===== config.mk =====
export PLATFORM = sky130hd
export DESIGN_NAME = lp_param_serializer_flat
export DESIGN_NICKNAME = d
export VERILOG_FILES = /design/src/rtl/lp_serializer_pkg.sv /design/src/rtl/lp_param_serializer_if.sv /design/src/rtl/lp_ser_lane_shifter.sv /design/src/rtl/lp_param_serializer.sv /design/src/flat_wrapper.sv
export SDC_FILE = /design/constraint.sdc
export NUM_CORES = 1
export LEC_CHECK = 0
export ABC_CLOCK_PERIOD_IN_PS = 4200
export BUFFER_PORTS_ARGS = -buffer_cell sky130_fd_sc_hd__buf_2
export CORE_ASPECT_RATIO = 0.8
export CORE_MARGIN = 3
export CORE_UTILIZATION = 59
export DETAILED_ROUTE_END_ITERATION = 7
export PLACE_DENSITY = 0.85
export SYNTH_ARGS = -nofsm -noshare
export SYNTH_HDL_FRONTEND = slang
export SYNTH_HIERARCHICAL = 1
export SYNTH_SLANG_ARGS = --single-unit

===== constraint.sdc =====
create_clock -name CLK -period 4.2 [get_ports CLK]
set_clock_uncertainty 0.05 [all_clocks]
set_input_delay 0.84 -clock CLK [delete_from_list [all_inputs] [get_ports CLK]]
set_output_delay 0.84 -clock CLK [all_outputs]
set_load 0.1 [all_outputs]

===== src/rtl/lp_serializer_pkg.sv =====
// Shared types and sizing helpers for the parametrised low-power serializer.
//   state_e         : word-level FSM state (IDLE, SHIFT)
//   beats_per_word  : data beats plus the optional parity beat
//   cnt_width       : beat counter width for a given beat count
package lp_serializer_pkg;

  typedef enum logic {
    IDLE  = 1'b0,
    SHIFT = 1'b1
  } state_e;

  // Beats emitted per word: WIDTH/LANES data beats plus one parity beat when enabled.
  function automatic int unsigned beats_per_word(input int unsigned width,
                                                 input int unsigned lanes,
                                                 input int unsigned parity_en);
    return (width / lanes) + parity_en;
  endfunction

  // Counter width for 0..b-1; b is always >= 2, so this is at least 1.
  function automatic int unsigned cnt_width(input int unsigned b);
    return $clog2(b);
  endfunction

endpackage


===== src/rtl/lp_param_serializer_if.sv =====
// Parallel-in / serial-out bus of the serializer.
//   PAR_IN, IN_VALID, MSB_FIRST : word offered by the datapath
//   IN_READY                    : serializer can take a word this cycle
//   SERIAL_OUT, OUT_VALID, FRAME: beat stream towards the pad/link driver
// master = datapath/link side, slave = serializer.
interface lp_param_serializer_if #(
  parameter int unsigned WIDTH = 16,
  parameter int unsigned LANES = 1
);
  logic [WIDTH-1:0] PAR_IN;
  logic             IN_VALID;
  logic             IN_READY;
  logic             MSB_FIRST;
  logic [LANES-1:0] SERIAL_OUT;
  logic             OUT_VALID;
  logic             FRAME;

  modport master (
    output PAR_IN, IN_VALID, MSB_FIRST,
    input  IN_READY, SERIAL_OUT, OUT_VALID, FRAME
  );

  modport slave (
    input  PAR_IN, IN_VALID, MSB_FIRST,
    output IN_READY, SERIAL_OUT, OUT_VALID, FRAME
  );
endinterface


===== src/rtl/lp_ser_lane_shifter.sv =====
// One serial lane: N-bit shift register, running even-parity accumulator and
// the registered lane output bit.
//   clk_i, rst_ni : clock, synchronous active-low reset
//   load_i        : next beat is data beat 0 of a new word (bits_i[j] = beat j)
//   shift_i       : next beat is the following data beat
//   par_i         : next beat is the parity beat
//   bit_o         : registered lane level (IDLE_LEVEL when no command)
module lp_ser_lane_shifter #(
  parameter int unsigned N          = 16,
  parameter logic        IDLE_LEVEL = 1'b0
) (
  input  logic         clk_i,
  input  logic         rst_ni,
  input  logic         load_i,
  input  logic [N-1:0] bits_i,
  input  logic         shift_i,
  input  logic         par_i,
  output logic         bit_o
);

  logic [N-1:0] sh_q, sh_d;
  logic         par_q, par_d;
  logic         bit_q, bit_d;

  // Parity accumulates each data bit as it is put on the lane.
  always_comb begin
    sh_d  = sh_q;
    par_d = par_q;
    bit_d = IDLE_LEVEL;
    if (load_i) begin
      bit_d = bits_i[0];
      sh_d  = bits_i >> 1;
      par_d = bits_i[0];
    end else if (shift_i) begin
      bit_d = sh_q[0];
      sh_d  = sh_q >> 1;
      par_d = par_q ^ sh_q[0];
    end else if (par_i) begin
      bit_d = par_q;
    end
  end

  always_ff @(posedge clk_i) begin
    if (!rst_ni) begin
      sh_q  <= '0;
      par_q <= 1'b0;
      bit_q <= IDLE_LEVEL;
    end else begin
      sh_q  <= sh_d;
      par_q <= par_d;
      bit_q <= bit_d;
    end
  end

  assign bit_o = bit_q;

endmodule


===== src/rtl/lp_param_serializer.sv =====
// Parametrised handshaked serializer: WIDTH-bit word -> WIDTH/LANES beats on
// LANES lanes, optional even-parity beat, FRAME on beat 0, back-to-back words.
//   CLK   : clock
//   RESET : synchronous active-low reset
//   bus   : lp_param_serializer_if.slave (word in, ready out, beat stream out)
module lp_param_serializer
  import lp_serializer_pkg::*;
#(
  parameter int unsigned WIDTH      = 16,
  parameter int unsigned LANES      = 1,
  parameter int unsigned PARITY_EN  = 0,
  parameter logic        IDLE_LEVEL = 1'b0
) (
  input logic                  CLK,
  input logic                  RESET,
  lp_param_serializer_if.slave bus
);

  localparam int unsigned N  = WIDTH / LANES;
  localparam int unsigned B  = beats_per_word(WIDTH, LANES, PARITY_EN);
  localparam int unsigned CW = cnt_width(B);
  localparam logic [CW-1:0] LAST_BEAT = CW'(B - 1);
  localparam logic [CW-1:0] LAST_DATA = CW'(N - 1);

  state_e          state_q, state_d;
  logic [CW-1:0]   beat_q, beat_d;
  logic            out_valid_q, out_valid_d;
  logic            frame_q, frame_d;
  logic            in_ready_c, accept_c;
  logic            load_c, shift_c, par_c;
  logic [LANES-1:0] serial_c;

  // Ready depends only on registered state and RESET, never on IN_VALID.
  assign in_ready_c = RESET && ((state_q == IDLE) || (beat_q == LAST_BEAT));
  assign accept_c   = bus.IN_VALID && in_ready_c;

  // State register, beat counter and registered frame flags.
  always_ff @(posedge CLK) begin
    if (!RESET) begin
      state_q     <= IDLE;
      beat_q      <= '0;
      out_valid_q <= 1'b0;
      frame_q     <= 1'b0;
    end else begin
      state_q     <= state_d;
      beat_q      <= beat_d;
      out_valid_q <= out_valid_d;
      frame_q     <= frame_d;
    end
  end

  // Next state: an accept always restarts at beat 0, even mid last beat.
  always_comb begin
    state_d = state_q;
    beat_d  = beat_q;
    if (accept_c) begin
      state_d = SHIFT;
      beat_d  = '0;
    end else if (state_q == SHIFT) begin
      if (beat_q == LAST_BEAT) begin
        state_d = IDLE;
        beat_d  = '0;
      end else begin
        beat_d = beat_q + CW'(1);
      end
    end
  end

  // Outputs: decide what the next visible beat is.
  always_comb begin
    load_c      = accept_c;
    shift_c     = 1'b0;
    par_c       = 1'b0;
    out_valid_d = accept_c;
    frame_d     = accept_c;
    if (!accept_c && (state_q == SHIFT)) begin
      shift_c     = (beat_q < LAST_DATA);
      par_c       = (PARITY_EN != 0) && (beat_q == LAST_DATA);
      out_valid_d = (beat_q != LAST_BEAT);
    end
  end

  // Lane bit mapping: lane l, data beat j takes one bit of PAR_IN by bit order.
  for (genvar l = 0; l < LANES; l++) begin : g_lane
    logic [N-1:0] bits_c;
    for (genvar j = 0; j < N; j++) begin : g_bit
      assign bits_c[j] = bus.MSB_FIRST ? bus.PAR_IN[WIDTH - LANES*(j+1) + l]
                                       : bus.PAR_IN[j*LANES + l];
    end

    lp_ser_lane_shifter #(
      .N          (N),
      .IDLE_LEVEL (IDLE_LEVEL)
    ) u_lane (
      .clk_i   (CLK),
      .rst_ni  (RESET),
      .load_i  (load_c),
      .bits_i  (bits_c),
      .shift_i (shift_c),
      .par_i   (par_c),
      .bit_o   (serial_c[l])
    );
  end

  assign bus.IN_READY   = in_ready_c;
  assign bus.SERIAL_OUT = serial_c;
  assign bus.OUT_VALID  = out_valid_q;
  assign bus.FRAME      = frame_q;

endmodule


===== src/flat_wrapper.sv =====
// flat-port wrapper written by rule: the top's interface ports become plain ports
module lp_param_serializer_flat import lp_serializer_pkg::*;
#(
  parameter int unsigned WIDTH      = 16,
  parameter int unsigned LANES      = 1,
  parameter int unsigned PARITY_EN  = 0,
  parameter logic        IDLE_LEVEL = 1'b0
)
  (CLK, RESET, bus_PAR_IN, bus_IN_VALID, bus_MSB_FIRST, bus_IN_READY, bus_SERIAL_OUT, bus_OUT_VALID, bus_FRAME);
  lp_param_serializer_if #(.WIDTH(WIDTH), .LANES(LANES)) bus_i ();
  input logic CLK;
  input logic RESET;
  input wire logic [$bits(bus_i.PAR_IN)-1:0] bus_PAR_IN;
  input wire logic [$bits(bus_i.IN_VALID)-1:0] bus_IN_VALID;
  input wire logic [$bits(bus_i.MSB_FIRST)-1:0] bus_MSB_FIRST;
  output wire logic [$bits(bus_i.IN_READY)-1:0] bus_IN_READY;
  output wire logic [$bits(bus_i.SERIAL_OUT)-1:0] bus_SERIAL_OUT;
  output wire logic [$bits(bus_i.OUT_VALID)-1:0] bus_OUT_VALID;
  output wire logic [$bits(bus_i.FRAME)-1:0] bus_FRAME;
  assign bus_i.PAR_IN = bus_PAR_IN;
  assign bus_i.IN_VALID = bus_IN_VALID;
  assign bus_i.MSB_FIRST = bus_MSB_FIRST;
  assign bus_IN_READY = bus_i.IN_READY;
  assign bus_SERIAL_OUT = bus_i.SERIAL_OUT;
  assign bus_OUT_VALID = bus_i.OUT_VALID;
  assign bus_FRAME = bus_i.FRAME;
  lp_param_serializer #(.WIDTH(WIDTH), .LANES(LANES), .PARITY_EN(PARITY_EN), .IDLE_LEVEL(IDLE_LEVEL)) u_core (.CLK(CLK), .RESET(RESET), .bus(bus_i));
endmodule

# == After elaboration in Yosys (flattened, before gate mapping) ==
# Cells that the tools add are included.
# totals
romBits,0
wordCells,45
regBits,23
latch_bits,0
n_memories,0
mem_bits_rw,0
inputBits,20
# classes
n_shift,0
n_eq_ne,2
bitwise,2
n_mul,0
div_mod_pow,0
add_sub_neg,1
muxes,26
order_cmp,1
n_reduce_logical,7
# ops
operator,count
15-bit two-way mux,2
1-bit two-way mux,23
4-bit by 1-bit adder with 4-bit output (second input constant),1
4-bit == test (second input constant),1
4-bit < comparator (second input constant),1
4-bit two-way mux,1
4-bit inequality test (second input constant),1
1-bit logical AND,3
1-bit NOT,2
2-bit nonzero test,1
2-bit OR reduction,1
1-bit zero test,1
1-bit logical OR,1

# == Depth between registers and ports, before layout ==
# Gate-level depths: netlist of run 1.
# depth
word_depth,9
ltp_mapped,8
mapped_depth_nobuf,6

# == Hierarchy ==
# Netlist of run 1, hierarchy kept.
# modules_own_cells
mod,instances,cells_each,area_each_um2
lp_ser_lane_shifter,1,77,804.5
lp_param_serializer,1,54,576.8

# == Worst setup path after synthesis of run 1 ==
# No wires, ideal clock.
# synth_timing
path_kind,input -> output
startpoint,input port RESET
endpoint,output port bus_IN_READY
n_path_buf,0
arrival_time_ns,1.574
slack_ns,1.736
cell_stages,1
cell_sequence,and2_1
# synth_via
elab_chain_cells,1
# synth_rtl
item,line_no,text
"start, declared",flat_wrapper.sv:12,input logic RESET;
1-bit logical AND,lp_param_serializer.sv:34,assign in_ready_c = RESET && ((state_q == IDLE) || (beat_q == LAST_BEAT));
"end, declared",flat_wrapper.sv:16,output wire logic [$bits(bus_i.IN_READY)-1:0] bus_IN_READY;
# Every way passes these cells.

# == Worst setup path in the final report of run 1 ==
# layout_timing
startpoint,register u_core.beat_q[0]
endpoint,output port bus_IN_READY
# layout_via
elab_chain_cells,3
# layout_rtl
item,line_no,text
"start, declared",lp_param_serializer.sv:26,"logic [CW-1:0] beat_q, beat_d;"
"start signal, assigned",lp_param_serializer.sv:46,beat_q <= beat_d;
4-bit == test,lp_param_serializer.sv:34,
1-bit logical OR,lp_param_serializer.sv:34,
1-bit logical AND,lp_param_serializer.sv:34,
# Every way passes these cells.

==> results of run 1 <==
## final timing paths
check,from,endpoint
max reg2reg,u_core/beat_q[0],u_core/g_lane[0].u_lane/sh_q[7]
max,u_core/beat_q[0],bus_IN_READY
min reg2reg,u_core/beat_q[0],u_core/beat_q[0]
min,u_core/beat_q[0],u_core/beat_q[0]
## placed cells by master (no fill, tap or decap), types with 2 or more instances in the layout
cell      synthesis  routed
clkbuf_4          0       3
o21a_1            2       2
a21oi_1           5       5
nor2b_1          16      16
buf_2             1      23
mux2_2            6       6
mux2_4           10      10
mux2i_1          15      15
dfxtp_1          24      24
a211oi_1         16      16
and3_1            2       2
nor2_1            2       2
nand2b_1          2       2
nand2_1           3       3
nand3_1           2       2
## state kept, by name (all words and copies together), names as in the netlist
register                    cells
u_core/beat_q                   4
u_core/state_q                  1
u_core/g_lane.u_lane/par_q      1
u_core/g_lane.u_lane/bit_o      1
u_core/g_lane.u_lane/sh_q      15
u_core/bus.OUT_VALID            1
u_core/bus.FRAME                1
## stage by stage
step / cell area (um2) / total power, mW / utilization / worst slack, ps / cells
finish: 1460 / 0.448 / 0.663 / 1540 / 173
global placement: 1430 / 0.353 / 0.653 / 1780 / 170
global route: 1460 / 0.471 / 0.663 / 1430 / 173
floorplan: 1380 / 0.341 / - / 1740 / 131
detailed placement: 1430 / 0.357 / 0.653 / 1760 / 170
CTS: 1460 / 0.453 / 0.663 / 1530 / 173
## layout make-up
class	instances	area, um2	area share
flip-flops and latches	24	480	0.330
repair buffers	23	115	0.0790
multi-input cells	95	796	0.546
inverters	3	11.3	0.00773
clock buffers	3	22.5	0.0155
well taps	25	31.3	0.0215
## synth_stat cells (all sizes together) (2+ instances only)
cell type	count
inv	2
nor2	2
nand3	3
buf	8
and3	2
nand2b	2
a211oi	16
nor2b	16
dfxtp	24
mux2i	15
nand2	4
a21oi	5
mux2	16
o21a	2
## critical path, stage by stage, from the launching register on
cell and delay, ps:
dfxtp_1 440, ha_1 280, nand3_2 100, nand2_2 110, and2_1 130, buf_2 420
## metal layers
metal / wire length (um) / track usage / up-vias
met3: 65 / 0.0556 / 2
met2: 1250 / 0.317 / 10
met4: 19 / 0.0443 / 0
met5: 0 / 0 / -
met1: 1090 / 0.214 / 463
li1: - / - / 511
## power breakdown
group / internal, mW / switching, mW / leakage (nW)
Sequential: 0.242 / 0.00993 / 0.197
Combinational: 0.0444 / 0.0552 / 0.395
Clock: 0.0335 / 0.0625 / 0.0138
## cell families (layout without fill, tap and decap cells)
logic type	count (synthesis)	in the layout	share of synthesized area
mux	31	31	0.266
other cells	1	1	0.00271
fa+ha+maj	1	1	0.00906
flops	24	24	0.348
buf+inv	12	29	0.0761
xor+xnor	1	1	0.00634
simple gates	37	37	0.169
compound gates	24	24	0.122
==> summary.txt, run 1 <==
Detailed routing
  – Total Routed Length: between 2000 and 2500 um
  – Post-route ant nets: 0
  – Vias: between 900 and 1000
  – DRC Markers: 0
  – Vias per std cell: 5.70
  – Drt wl/cell: about 14 um
  – Iter 0 DRT Violations: 32
  – DRT Pass-1 Iters: 4

Global route
  – Largest net degree at the start of global routing: 22
  – Vias in the first global route: between 900 and 1000
  – Remaining Overflow, GRT: 0
  – GRT Util Overall: 0.182
  – First-pass GRT wire length: about 4000 um
  – Initial antenna violation count: 0

Flow run
  – Max Cap Violations: 0

Setup path
  – Data required time of the worst path: about 3300 ps
  – FF-to-FF setup slack: ~1900 ps
  – Worst Reg-to-Reg Cells: 6
  – CP arrival: 1770 ps
  – Worst-path fanout max: 5
  – WS Path Type: register to output port
  – CP Capture Type: output port
  – Crit path launch type: register

Clock tree
  – Htree depth: 1
  – Setup bufs post-CTS: 0
  – Post-cts hold buffer count: 0
  – Cts repair resizes: 0
  – Max clock buf depth: 2
  – CTS tree: yes
  – # clock sinks: 24
  – Number of CTS-inserted buffers: 3
  – Root Driver: clkbuf_4
  – Clk slew on worst S/H paths: around 110 ps
  – Clock latency on the worst-skew pair: ~310 ps

Worst hold path
  – Hold path cells: 2
  – Hold Path Class: register to register

Logic synthesis
  – Ys flop type: dfxtp_1
  – EDFF count, synth: 0
  – Share of the synthesized area in the top cell type: 0.348
  – Syn_nets: around 150
  – Sequential fraction of the synthesis area: 0.348
  – Async SR Flop Fraction: 0
  – Area contributors post-synth: dfxtp_1 35%, mux2_4 11%, mux2i_1 11%
  – Netlist cell types: 36
  – Cell taking the most area after synthesis: dfxtp_1
  – Post-Syn Area per Cell: 10.5 um2
  – Synth warn: 6
  – Synthesis-stage register bit count: 24
  – Mapped Area: 0.00138 mm2
  – Post-Syn Instances: approximately 130

Timing
  – Final critical-path share of the clock period: 0.634
  – Worst slew margin: 0.649
  – Slew Limit Fails: 0
  – Fin. Hold Viols: 0
  – RSZ-0062 raised after global routing: false
  – Min cycle time layout: about 2700 ps
  – Max frequency: ~0.38 GHz
  – Post-route setup TNS: 0 ps
  – Setup Viol. Count Final: 0
  – Hold Slack: just over 500 ps
  – Worst Tran Pin Value: 526 ps

Cells and area
  – Nets: 171
  – Synthesis-to-layout area growth: 5.43%
  – Diodes inserted: 0
  – Fraction of layout cells with a size suffix above 1: 0.318
  – Fillers: 183

Placed design
  – GPL Wtd Cong: 0.736
  – HPWL Detailed: ~1900 um
  – PortBufs: 23

Floorplanning
  – Ports: 24
  – Die width: 60.1 um
  – CORE AREA: ~0.0022 mm2
  – # rows: 15
  – Full die area: 0.00296 mm2
  – Die Ht: between 40 and 50 um
  – Initial Utilization: 0.629

Pwr
  – Pwr Density: 308 mW/mm2
  – P_leak: slightly above 0.6 nW
  – Peak VDD IR: around 0.36 mV

Status
  – Status: complete, no violations
No activity file was read; power rests on OpenSTA's default activity.
==> run 2, diff against run 1 <==
--- a/config.mk
+++ b/config.mk
@@ -5,13 +5,13 @@
 export SDC_FILE = /design/constraint.sdc
 export NUM_CORES = 1
 export LEC_CHECK = 0
-export ABC_CLOCK_PERIOD_IN_PS = 4200
+export ABC_CLOCK_PERIOD_IN_PS = 2100
 export BUFFER_PORTS_ARGS = -buffer_cell sky130_fd_sc_hd__buf_2
 export CORE_ASPECT_RATIO = 0.8
 export CORE_MARGIN = 3
-export CORE_UTILIZATION = 59
+export CORE_UTILIZATION = 49
 export DETAILED_ROUTE_END_ITERATION = 7
-export PLACE_DENSITY = 0.85
+export PLACE_DENSITY = 0.76
 export SYNTH_ARGS = -nofsm -noshare
 export SYNTH_HDL_FRONTEND = slang
 export SYNTH_HIERARCHICAL = 1
==> constraint.sdc (replaced) <==
create_clock -name CLK -period 2.1 [get_ports CLK]
set_clock_uncertainty 0.05 [all_clocks]
set_input_delay 0.42 -clock CLK [delete_from_list [all_inputs] [get_ports CLK]]
set_output_delay 0.42 -clock CLK [all_outputs]
set_load 0.1 [all_outputs]
==> run 2 against run 1 <==
Effect of this change: final cell count rose by 6.9%; register-to-register slack got worse by 1700 ps; power rose by 100%; critical path type unchanged; design area rose by 2.8%; non-clock buffer count rose by 1; sequential power rose by 100%; die area rose by 18%; setup slack got worse by 1400 ps; utilization fell by 7.9 points; count of clock-buffer cells in the layout did not move; highest routed layer unchanged; clock power rose by 100%; flip-flop and latch count did not move.
==> summary.txt, run 2 (synthesis results as in run 1) <==
Timing
  – Hold Slack: around 340 ps
  – Final critical-path share of the clock period: 0.955
  – Min cycle time layout: 2010 ps
  – RSZ-0062 raised after global routing: false
  – Slew Limit Fails: 0
  – Fin. Hold Viols: 0
  – Max frequency: ~0.50 GHz
  – Post-route setup TNS: 0 ps
  – Setup Viol. Count Final: 0

Clock tree
  – Number of CTS-inserted buffers: 3
  – CTS tree: yes
  – Root Driver: clkbuf_4
  – # clock sinks: 24
  – Htree depth: 1
  – Clock latency on the worst-skew pair: 310 ps
  – Max clock buf depth: 2
  – Clk slew on worst S/H paths: roughly 120 ps
  – Post-cts hold buffer count: 0

Setup path
  – WS Path Type: register to output port
  – CP max stage cell: dfxtp_2
  – Launch point of the worst reg-to-reg path: u_core/beat_q[0]
  – WP buf/inv: 1
  – CP arrival: roughly 1500 ps
  – R2r endpoint: u_core/g_lane[0].u_lane/sh_q[10]
  – Worst Reg-to-Reg Cells: 6
  – CP Capture Type: output port
  – Worst-path fanout max: 5
  – FF-to-FF setup slack: 260 ps
  – Data required time of the worst path: between 1500 and 2000 ps
  – Crit-path cells: ha_2, nand3_2, nand2_2, and2_1, buf_12
  – Top delay family on crit path: simple AND/OR/NAND/NOR gates
  – Crit path launch type: register
  – Max incr delay on CP: between 300 and 400 ps

Detailed routing
  – Wire length on met1: roughly 1200 um
  – Iter 0 DRT Violations: 27
  – Drt wl/cell: around 14 um
  – Routed wl met2: 1290 um
  – Post-route ant nets: 0
  – Vias per std cell: roughly 5.5
  – DRT Pass-1 Iters: 4
  – Total Routed Length: ~2600 um
  – Vias: between 1000 and 1500
  – Top Layer Used: met4
  – DR WL met3: 100 um
  – DRC Markers: 0

Status
  – Status: complete, no violations

Floorplanning
  – # rows: 16
  – CORE AREA: ~0.0026 mm2
  – Die Ht: 53.5 um
  – Ports: 24
  – Full die area: roughly 0.0035 mm2
  – Initial Utilization: 0.539
  – Die width: 65.4 um

Cells and area
  – Synthesis-to-layout area growth: 8.42%
  – Sequential standard cell area: ~480 um2
  – Largest registers: u_core/g_lane.u_lane/sh_q (15), u_core/beat_q (4)
  – Fraction of layout cells with a size suffix above 1: 0.342
  – Diodes inserted: 0
  – Nets: 172
  – Number of flip-flops in the largest register: 15
  – Multi-input gate area: about 800 um2
  – Most frequent cells in the layout: 22 x buf_2, 22 x dfxtp_1, 16 x nor2b_1, 16 x a211oi_1, 15 x mux2i_1
  – Fillers: about 250
  – Top reg by flops: u_core/g_lane.u_lane/sh_q

Pwr
  – P_leak: 0.614 nW
  – Pwr Density: just over 600 mW/mm2
  – Peak VDD IR: 0.476 mV

Worst hold path
  – Hold Path Class: input port to register
  – Hold Path End: u_core/beat_q[0]
  – Hold Path Origin: RESET
  – Hold path cells: 3

Placed design
  – HPWL Detailed: between 1500 and 2000 um
  – GPL Wtd Cong: 0.673
  – PortBufs: 23

Global route
  – GRT Util Overall: 0.162
  – Largest net degree at the start of global routing: 22
  – Remaining Overflow, GRT: 0
  – Initial antenna violation count: 0
  – First-pass GRT wire length: ~4300 um
  – Vias in the first global route: 987

Flow run
  – Max Cap Violations: 0
run 2: power breakdown:
part / switching (mW) / internal [mW] / leakage, nW
Sequential: 0.0204 / 0.485 / 0.198
Combinational: 0.113 / 0.0943 / 0.402
Clock: 0.128 / 0.0672 / 0.0138
Total: 0.261 / 0.647 / 0.614
run 2: worst max path at each step:
stage / to / depth (start not counted) / start
floorplan: bus_IN_READY / 4 / u_core/beat_q[0]
global placement: u_core/g_lane[0].u_lane/sh_q[6] / 6 / u_core/beat_q[0]
detailed placement: u_core/g_lane[0].u_lane/sh_q[2] / 6 / u_core/beat_q[0]
CTS: bus_IN_READY / 5 / u_core/beat_q[0]
global route: bus_IN_READY / 5 / u_core/beat_q[0]
finish: bus_IN_READY / 5 / u_core/beat_q[0]
run 2: metrics by stage:
step	total power, mW	cell area, um2	setup WS (ps)	std cells	util
final	0.908	1500	94.8	185	0.584
after global routing	0.954	1500	6.15	185	0.584
after CTS	0.912	1500	33.2	185	0.583
after detailed placement	0.721	1470	234	182	0.574
after global placement	0.715	1470	386	182	0.574
after floorplan	0.683	1380	89.9	131	-
run 2: routing by layer:
metal  GRT usage  vias up
met5           0        -
met3      0.0552        6
met2       0.277       14
li1            -      511
met4      0.0552        0
met1       0.188      481
run 2: layout make-up:
cell class                 count  area share
multi-input combinational     95       0.533
sequential                    24       0.322
timing repair buffer          24      0.0919
tap                           36      0.0301
clock buffer                   3      0.0150
inverter                       3     0.00752
run 2: timing repair:
action,4_1_cts,5_1_grt
setup buffers,0,0
setup endpoints to repair,1,1
gates resized for setup,1,2
run 2: worst register-to-register path, delay by kind of cell (launching register included):
| kind | cells | cell delay (ps) |
|---|---|---|
| DFF | 1 | 390 |
| and+or+nand+nor | 3 | 520 |
| buffers and inverters | 1 | 260 |
| AOI/OAI and AO/OA | 1 | 280 |
| adders and majority gates | 1 | 240 |
